<file path="src/rtl/spi_access.sv">
// Zorro III slave register window and SPI mode-0 byte engine (MSB first, software chip select).
// The bus side stalls DATA accesses and CTRL writes while a byte is on the wire.
module spi_access #(
  parameter int unsigned CLK_DIV = 2,
  parameter logic [4:0]  WIN     = 5'b10010
) (
  input  logic        CLK,
  input  logic        RESET,
  input  logic [27:0] ADDR,
  input  logic        READ,
  input  logic        FCS_n,
  input  logic        slave_cycle,
  input  logic        configured,
  input  logic [7:0]  DIN,
  output logic [7:0]  DOUT,
  output logic        spi_dtack,
  output logic        busy,
  input  logic        SPI_MISO,
  output logic        SPI_MOSI,
  output logic        SPI_CLK,
  output logic        SPI_CS_n
);

  localparam int unsigned    DivW    = (CLK_DIV > 1) ? $clog2(CLK_DIV) : 1;
  localparam logic [DivW-1:0] DivLast = DivW'(CLK_DIV - 1);

  typedef enum logic [1:0] {B_IDLE, B_WAIT, B_ACK} bus_state_e;
  typedef enum logic [1:0] {S_IDLE, S_LOW, S_HIGH} spi_state_e;

  bus_state_e      bus_q, bus_d;
  spi_state_e      spi_q, spi_d;
  logic            cs_n_q, cs_n_d;
  logic [7:0]      tx_q, tx_d;
  logic            start_q, start_d;
  logic [7:0]      dout_q, dout_d;
  logic [DivW-1:0] div_q, div_d;
  logic [2:0]      bit_q, bit_d;
  logic [7:0]      txsh_q, txsh_d;
  logic [7:0]      rxsh_q, rxsh_d;
  logic [7:0]      rx_q, rx_d;
  logic            sclk_q, sclk_d;
  logic            mosi_q, mosi_d;
  logic            busy_q, busy_d;
  logic            spi_done;
  logic            sel, is_ctrl, accept;

  // Window aliases: only ADDR[23:19] and ADDR[2] are decoded.
  logic unused_addr;
  assign unused_addr = ^{ADDR[27:24], ADDR[18:3], ADDR[1:0]};

  assign sel     = configured && slave_cycle && !FCS_n && (ADDR[23:19] == WIN);
  assign is_ctrl = ADDR[2];
  // spi_done lets a stalled access complete on the very edge busy falls.
  assign accept  = (is_ctrl && READ) || !(busy_q || start_q) || spi_done;

  always_comb begin
    spi_d    = spi_q;
    div_d    = div_q;
    bit_d    = bit_q;
    txsh_d   = txsh_q;
    rxsh_d   = rxsh_q;
    rx_d     = rx_q;
    sclk_d   = sclk_q;
    mosi_d   = mosi_q;
    busy_d   = busy_q;
    spi_done = 1'b0;
    unique case (spi_q)
      S_IDLE: begin
        if (start_q) begin
          txsh_d = tx_q;
          mosi_d = tx_q[7];
          bit_d  = '0;
          div_d  = '0;
          busy_d = 1'b1;
          spi_d  = S_LOW;
        end
      end
      S_LOW: begin
        if (div_q == DivLast) begin
          div_d  = '0;
          sclk_d = 1'b1;
          rxsh_d = {rxsh_q[6:0], SPI_MISO};
          spi_d  = S_HIGH;
        end else begin
          div_d = div_q + 1'b1;
        end
      end
      S_HIGH: begin
        if (div_q == DivLast) begin
          div_d  = '0;
          sclk_d = 1'b0;
          bit_d  = bit_q + 3'd1;
          if (bit_q == 3'd7) begin
            spi_done = 1'b1;
            busy_d   = 1'b0;
            rx_d     = rxsh_q;
            spi_d    = S_IDLE;
          end else begin
            txsh_d = {txsh_q[6:0], 1'b0};
            mosi_d = txsh_q[6];
            spi_d  = S_LOW;
          end
        end else begin
          div_d = div_q + 1'b1;
        end
      end
      default: spi_d = S_IDLE;
    endcase
  end

  always_comb begin
    bus_d   = bus_q;
    cs_n_d  = cs_n_q;
    tx_d    = tx_q;
    start_d = 1'b0;
    dout_d  = dout_q;
    unique case (bus_q)
      B_IDLE: if (sel) bus_d = B_WAIT;
      B_WAIT: begin
        if (FCS_n) begin
          bus_d = B_IDLE;
        end else if (accept) begin
          bus_d = B_ACK;
          if (READ) begin
            dout_d = is_ctrl ? {6'b0, busy_q, !cs_n_q} : rx_d;
          end else if (is_ctrl) begin
            cs_n_d = !DIN[0];
          end else begin
            tx_d    = DIN;
            start_d = 1'b1;
          end
        end
      end
      B_ACK: if (FCS_n) bus_d = B_IDLE;
      default: bus_d = B_IDLE;
    endcase
  end

  always_ff @(posedge CLK) begin
    if (RESET) begin
      bus_q   <= B_IDLE;
      spi_q   <= S_IDLE;
      cs_n_q  <= 1'b1;
      tx_q    <= 8'h00;
      start_q <= 1'b0;
      dout_q  <= 8'h00;
      div_q   <= '0;
      bit_q   <= 3'd0;
      txsh_q  <= 8'h00;
      rxsh_q  <= 8'h00;
      rx_q    <= 8'h00;
      sclk_q  <= 1'b0;
      mosi_q  <= 1'b0;
      busy_q  <= 1'b0;
    end else begin
      bus_q   <= bus_d;
      spi_q   <= spi_d;
      cs_n_q  <= cs_n_d;
      tx_q    <= tx_d;
      start_q <= start_d;
      dout_q  <= dout_d;
      div_q   <= div_d;
      bit_q   <= bit_d;
      txsh_q  <= txsh_d;
      rxsh_q  <= rxsh_d;
      rx_q    <= rx_d;
      sclk_q  <= sclk_d;
      mosi_q  <= mosi_d;
      busy_q  <= busy_d;
    end
  end

  assign DOUT      = dout_q;
  assign spi_dtack = (bus_q == B_ACK);
  assign busy      = busy_q;
  assign SPI_MOSI  = mosi_q;
  assign SPI_CLK   = sclk_q;
  assign SPI_CS_n  = cs_n_q;

endmodule

</file>
<file path="config.mk">
export PLATFORM = sky130hd
export DESIGN_NAME = spi_access
export DESIGN_NICKNAME = d
export VERILOG_FILES = /design/src/rtl/spi_access.sv
export SDC_FILE = /design/constraint.sdc
export NUM_CORES = 1
export LEC_CHECK = 0
export ABC_AREA = 1
export CAP_MARGIN = 5
export CORE_MARGIN = 1.5
export CORE_UTILIZATION = 45
export CTS_CLUSTER_SIZE = 8
export DETAILED_ROUTE_END_ITERATION = 12
export GPL_ROUTABILITY_DRIVEN = 0
export HOLD_SLACK_MARGIN = 0.06
export PLACE_DENSITY = 0.81
export SYNTH_ARGS = -nofsm -noshare
export SYNTH_HDL_FRONTEND = slang
export SYNTH_SLANG_ARGS = --single-unit
</file>
<file path="constraint.sdc">
create_clock -name CLK -period 3.2 [get_ports CLK]
set_clock_uncertainty 0.05 [all_clocks]
set_input_delay 0.64 -clock CLK [delete_from_list [all_inputs] [get_ports CLK]]
set_output_delay 0.64 -clock CLK [all_outputs]
set_load 0.1 [all_outputs]
</file>
### Word-level counts from Yosys, hierarchy flattened

Cells that the tools add are included.
W data, S select, Z words.

* register bits after elaboration: 52

* bitwise operators: 5
* equality and inequality tests: 14
* $add $sub $neg: 2
* muxes and demuxes: 39
* reduce and logical (&&, ||, !) cells: 29

Operator list (number)
* $mux W8: 4
* $mux W7: 3
* $mux W1: 15
* $mux W2: 7
* $ne A2 B2 Y1 const B: 7
* $pmux W7 S2: 1
* $pmux W2 S3: 2
* $reduce_and A3 Y1: 4
* $reduce_and A4 Y1: 3
* $reduce_and A5 Y1: 2
* $pmux W1 S2: 4
* $mux W3: 2
* $pmux W3 S2: 1
* $reduce_bool A2 Y1: 3
* $eq A5 B5 Y1 const B: 1
* $not A1 Y1: 5
* $reduce_or A5 Y1: 1
* $eq A2 B1 Y1 const B: 2
* $eq A2 B2 Y1 const B: 2
* $logic_and A1 B1 Y1: 4
* $logic_not A1 Y1: 4
* $logic_not A2 Y1: 2
* $reduce_and A2 Y1: 2
* $add A3 B1 Y3 const B: 1
* 5 further kinds: 7

### Depth between registers and ports, before layout

* word-level depth: 8
* depth in mapped cells: 9
* depth with buffers taken out: 9

### Least setup slack after synthesis

No wires, ideal clock.

* path type: register -> register
* start point: register busy_q, in the netlist busy
* end point: register tx_q[4]
* path slack: 1374 ps
* data arrival time: 1664 ps
* cell stages (with the launch flop): 9
* required time: 3037 ps
* path buffers: 1
* cell sequence: dfxtp_1 -> inv_1 -> nand2_1 -> nand3_4 -> nand3_4 -> buf_6 -> nand2_1 -> nand2_1 -> nor2_1

* cells in the longest elaborated chain, start to end: 5

Ends and longest elaborated chain
* start, declared: RTL line 43 `logic busy_q, busy_d;`
* start signal, assigned: RTL line 169 `busy_q <= busy_d;`
* $logic_or A1 B1 Y1: RTL line 54 `assign accept = (is_ctrl && READ) || !(busy_q || start_q) || spi_done;`
* $logic_not A1 Y1: RTL line 54
* $logic_or A1 B1 Y1 (2 in a row): RTL line 54
* $reduce_and A5 Y1 (no source line)
* end signal, assigned: RTL line 159 `tx_q <= tx_d;`
* end, declared: RTL line 33 `logic [7:0] tx_q, tx_d;`

Every way passes these cells.
A chain may end at the register's enable or synchronous reset.

### Worst setup path in the final report

* start point: register spi_q[0]
* end point: register dout_q[4], in the netlist DOUT[4]

* cells in the longest elaborated chain, start to end: 4
* elaborated cells between the ends (all ways): 6
* those cells by class: eq/ne: 1; mux: 3; reduce/logical: 2

Ends and longest elaborated chain
* start, declared: RTL line 31 `spi_state_e spi_q, spi_d;`
* start signal, assigned: RTL line 157 `spi_q <= spi_d;`
* $eq A2 B2 Y1 *: RTL line 67 `unique case (spi_q)`
* $mux W1: RTL line 67
* $logic_or A1 B1 Y1: RTL line 54
* $reduce_and A4 Y1 (no source line)
* end signal, assigned: RTL line 161 `dout_q <= dout_d;`
* end, declared: RTL line 35 `logic [7:0] dout_q, dout_d;`

Mark *: on every way between the ends. The rest lies on a longest branch, timed or not.

==> impl_metrics.env <==
export IMPL_status="complete, no violations"
export IMPL_fin_crit_sh=0.689
export IMPL_clk_pin_slew_ns=0.09
export IMPL_slew_viol_final=0
export IMPL_antenna_found_initial=0
export IMPL_ys_types=24
export IMPL_io_pins=56
export IMPL_peakVddDrop_uv=333
export IMPL_cts_resized_gates=0
export IMPL_drcViolationCount=0
export IMPL_cp_data_required_time_ns=3.39
export IMPL_drive_above_1_share=0.0925
export IMPL_row_count=26
export IMPL_final_common_cell="nand2_1"
export IMPL_rsz0062_at_grt="no"
export IMPL_syn_nets=404
export IMPL_cts_sinks=52
export IMPL_grt_pass1_wl_microns=8600
export IMPL_period_minus_slack_ns=2.21
export IMPL_core_area_sq_um=5140
export IMPL_initial_core_util=0.467
export IMPL_wl_microns=4740
export IMPL_h_tree_depth=2
export IMPL_grt_pass1_vias=2070
export IMPL_utilization=0.560
export IMPL_setup_viol=0
export IMPL_track_usage=0.178
export IMPL_dr_first_iter_drc_count=70
export IMPL_dieArea_sq_um=5790
export IMPL_yosysTopAreaCell="dfxtp_1"
export IMPL_max_cap_violations=0
export IMPL_p_leak_nw=1.39
export IMPL_diodes=0
export IMPL_synth_edff_count=0
export IMPL_tightest_slew_ns=0.698
export IMPL_worstSkewPairLatency_ns=0.31
export IMPL_grt_max_degree=38
export IMPL_whs_ns=0.408
export IMPL_die_h_microns=76.1
export IMPL_rr_endpoint="DOUT[4]"
export IMPL_grt_ovfl_total=0
export IMPL_cts_hold_fix_buffers=0
export IMPL_path_cells="inv_1, ha_1, nand3_4, inv_2, nor2_1, nor2_2, nand2_1, o21ai_1"
export IMPL_setup_tns_ns=0
export IMPL_clock_fmax_mhz=453
export IMPL_path_max_fanout=20
export IMPL_reg2regPathDepth=8
export IMPL_setup_worst_path_start_class="register"
export IMPL_cts_setup_buffers=0
export IMPL_crit_slowest_cell="ha_1"
export IMPL_synthTopCellsByArea="dfxtp_1 43%, nand2_1 14%, nor2_1 10%, inv_1 8.3%, o21ai_0 4.2%"
export IMPL_slew_headroom=0.535
export IMPL_synthFlopType="dfxtp_1"
export IMPL_vias=2162
export IMPL_worstSetupEndpoint="DOUT[4]"
export IMPL_seq_area_frac_synth=0.433
export IMPL_yosys_warnings=0
export IMPL_post_drt_wl_per_cell_microns=10.3
export IMPL_netlist_instances=355
export IMPL_cts_tree="yes"
export IMPL_syn_mean_instance_area_sq_um=6.77
export IMPL_cts_buffers_inserted=5
export IMPL_port_buffers=33
export IMPL_synth_top_area_share=0.433
export IMPL_layout_common_cells="92 x nand2_1, 64 x nor2_1, 53 x inv_1"
export IMPL_hold_path_class="register to register"
export IMPL_routed_via_density=4.71
export IMPL_netlist_area_sq_um=2400
export IMPL_cp_arrival_ns=2.39
export IMPL_synth_async_reset_ratio=0
export IMPL_r2r_start="spi_q[0]"
export IMPL_clock_path_buffers=2
export IMPL_final_nets=437
export IMPL_drt_pass1_iter_count=4
export IMPL_crit_path_end_kind="register"
export IMPL_area_growth_pct=19.7
export IMPL_synth_seq_cells=52
export IMPL_hold_viol=0
export IMPL_cts_root_buf="clkbuf_8"
export IMPL_die_x_microns=76.1
export IMPL_crit_type="register to register"
export IMPL_crit_start="spi_q[0]"
export IMPL_power_density_nw_per_um2=461
export IMPL_dp_hpwl_microns=3380
export IMPL_r2r_setup_slack_ns=0.99
export IMPL_max_stage_delay_ns=0.61
export IMPL_antenna_left=0
-- worst min-delay path by stage --
stage                          end  depth (start not counted)  slack, ns      from
after detailed placement  bit_q[0]                          1       0.40  bit_q[0]
after floorplan           bit_q[0]                          1       0.38  bit_q[0]
final                     bit_q[0]                          1       0.41  bit_q[0]
after CTS                 bit_q[0]                          1       0.41  bit_q[0]
after global routing      bit_q[0]                          1       0.42  bit_q[0]
after global placement    bit_q[0]                          1       0.39  bit_q[0]
-- sequential cells by signal (all words and copies together) (netlist names), 2 cells and up --
| signal | cells |
|---|---|
| DOUT | 8 |
| rx_q | 8 |
| rxsh_q | 8 |
| tx_q | 8 |
| txsh_q | 7 |
| bit_q | 3 |
| bus_q | 2 |
| spi_q | 2 |
-- logic make-up (layout without fill, tap and decap cells) --
group                      Yosys count  count (layout)  share of synthesized area
adders and majority gates            6               6                     0.0312
and+or+nand+nor                    176             176                      0.306
buffers and inverters               68             102                      0.112
DFF                                 52              52                      0.433
AOI/OAI and AO/OA                   53              53                      0.118
-- cell type report --
| type | count | area [sq um] |
|---|---|---|
| well taps | 70 | 87.6 |
| multi-input cells | 235 | 1090 |
| fillers | 501 | 2260 |
| repair buffers | 35 | 313 |
| flip-flops and latches | 52 | 1040 |
| clock inverters | 2 | 38.8 |
| clock buffers | 6 | 82.6 |
| inverters | 59 | 221 |
-- power breakdown --
part | internal, mW | switching, mW
combinational | 0.0591 | 0.105
sequential | 0.667 | 0.0162
clock | 0.256 | 0.222
total | 0.982 | 0.343
-- metal layers --
| layer | track usage | part of all wire |
|---|---|---|
| met3 | 0.0491 | 0.039 |
| met5 | 0 | 0 |
| met1 | 0.200 | 0.44 |
| met4 | 0.0352 | 0.0068 |
| met2 | 0.336 | 0.51 |
-- critical path, delay by kind of cell (launching register included) --
kind	cells	cell delay, ns
flops	1	0.35
compound gates	1	0.15
fa+ha+maj	1	0.61
simple gates	4	0.74
buf+inv	2	0.24
-- metrics by stage --
step | setup WS (ns) | instance area [sq um] | power (mW) | instances
finish | 0.994 | 2880 | 1.33 | 459
global route | 0.776 | 2880 | 1.38 | 459
CTS | 0.951 | 2880 | 1.33 | 459
detailed placement | 0.981 | 2760 | 0.862 | 451
global placement | 1.04 | 2760 | 0.859 | 451
floorplan | 1.37 | 2400 | 0.807 | 355
-- cell usage after synthesis (2+ instances only) --
cell and count:
nor2_1 64, nand2_1 92, nand3_1 11, clkbuf_1 5
dfxtp_1 52, inv_2 4, buf_2 2, clkinv_1 2
a21oi_1 14, nor2_2 2, o21ai_0 20, nand3_4 3
ha_1 6, inv_1 53, o21ai_1 16
Note: power is estimated with default switching activity, not from simulation.
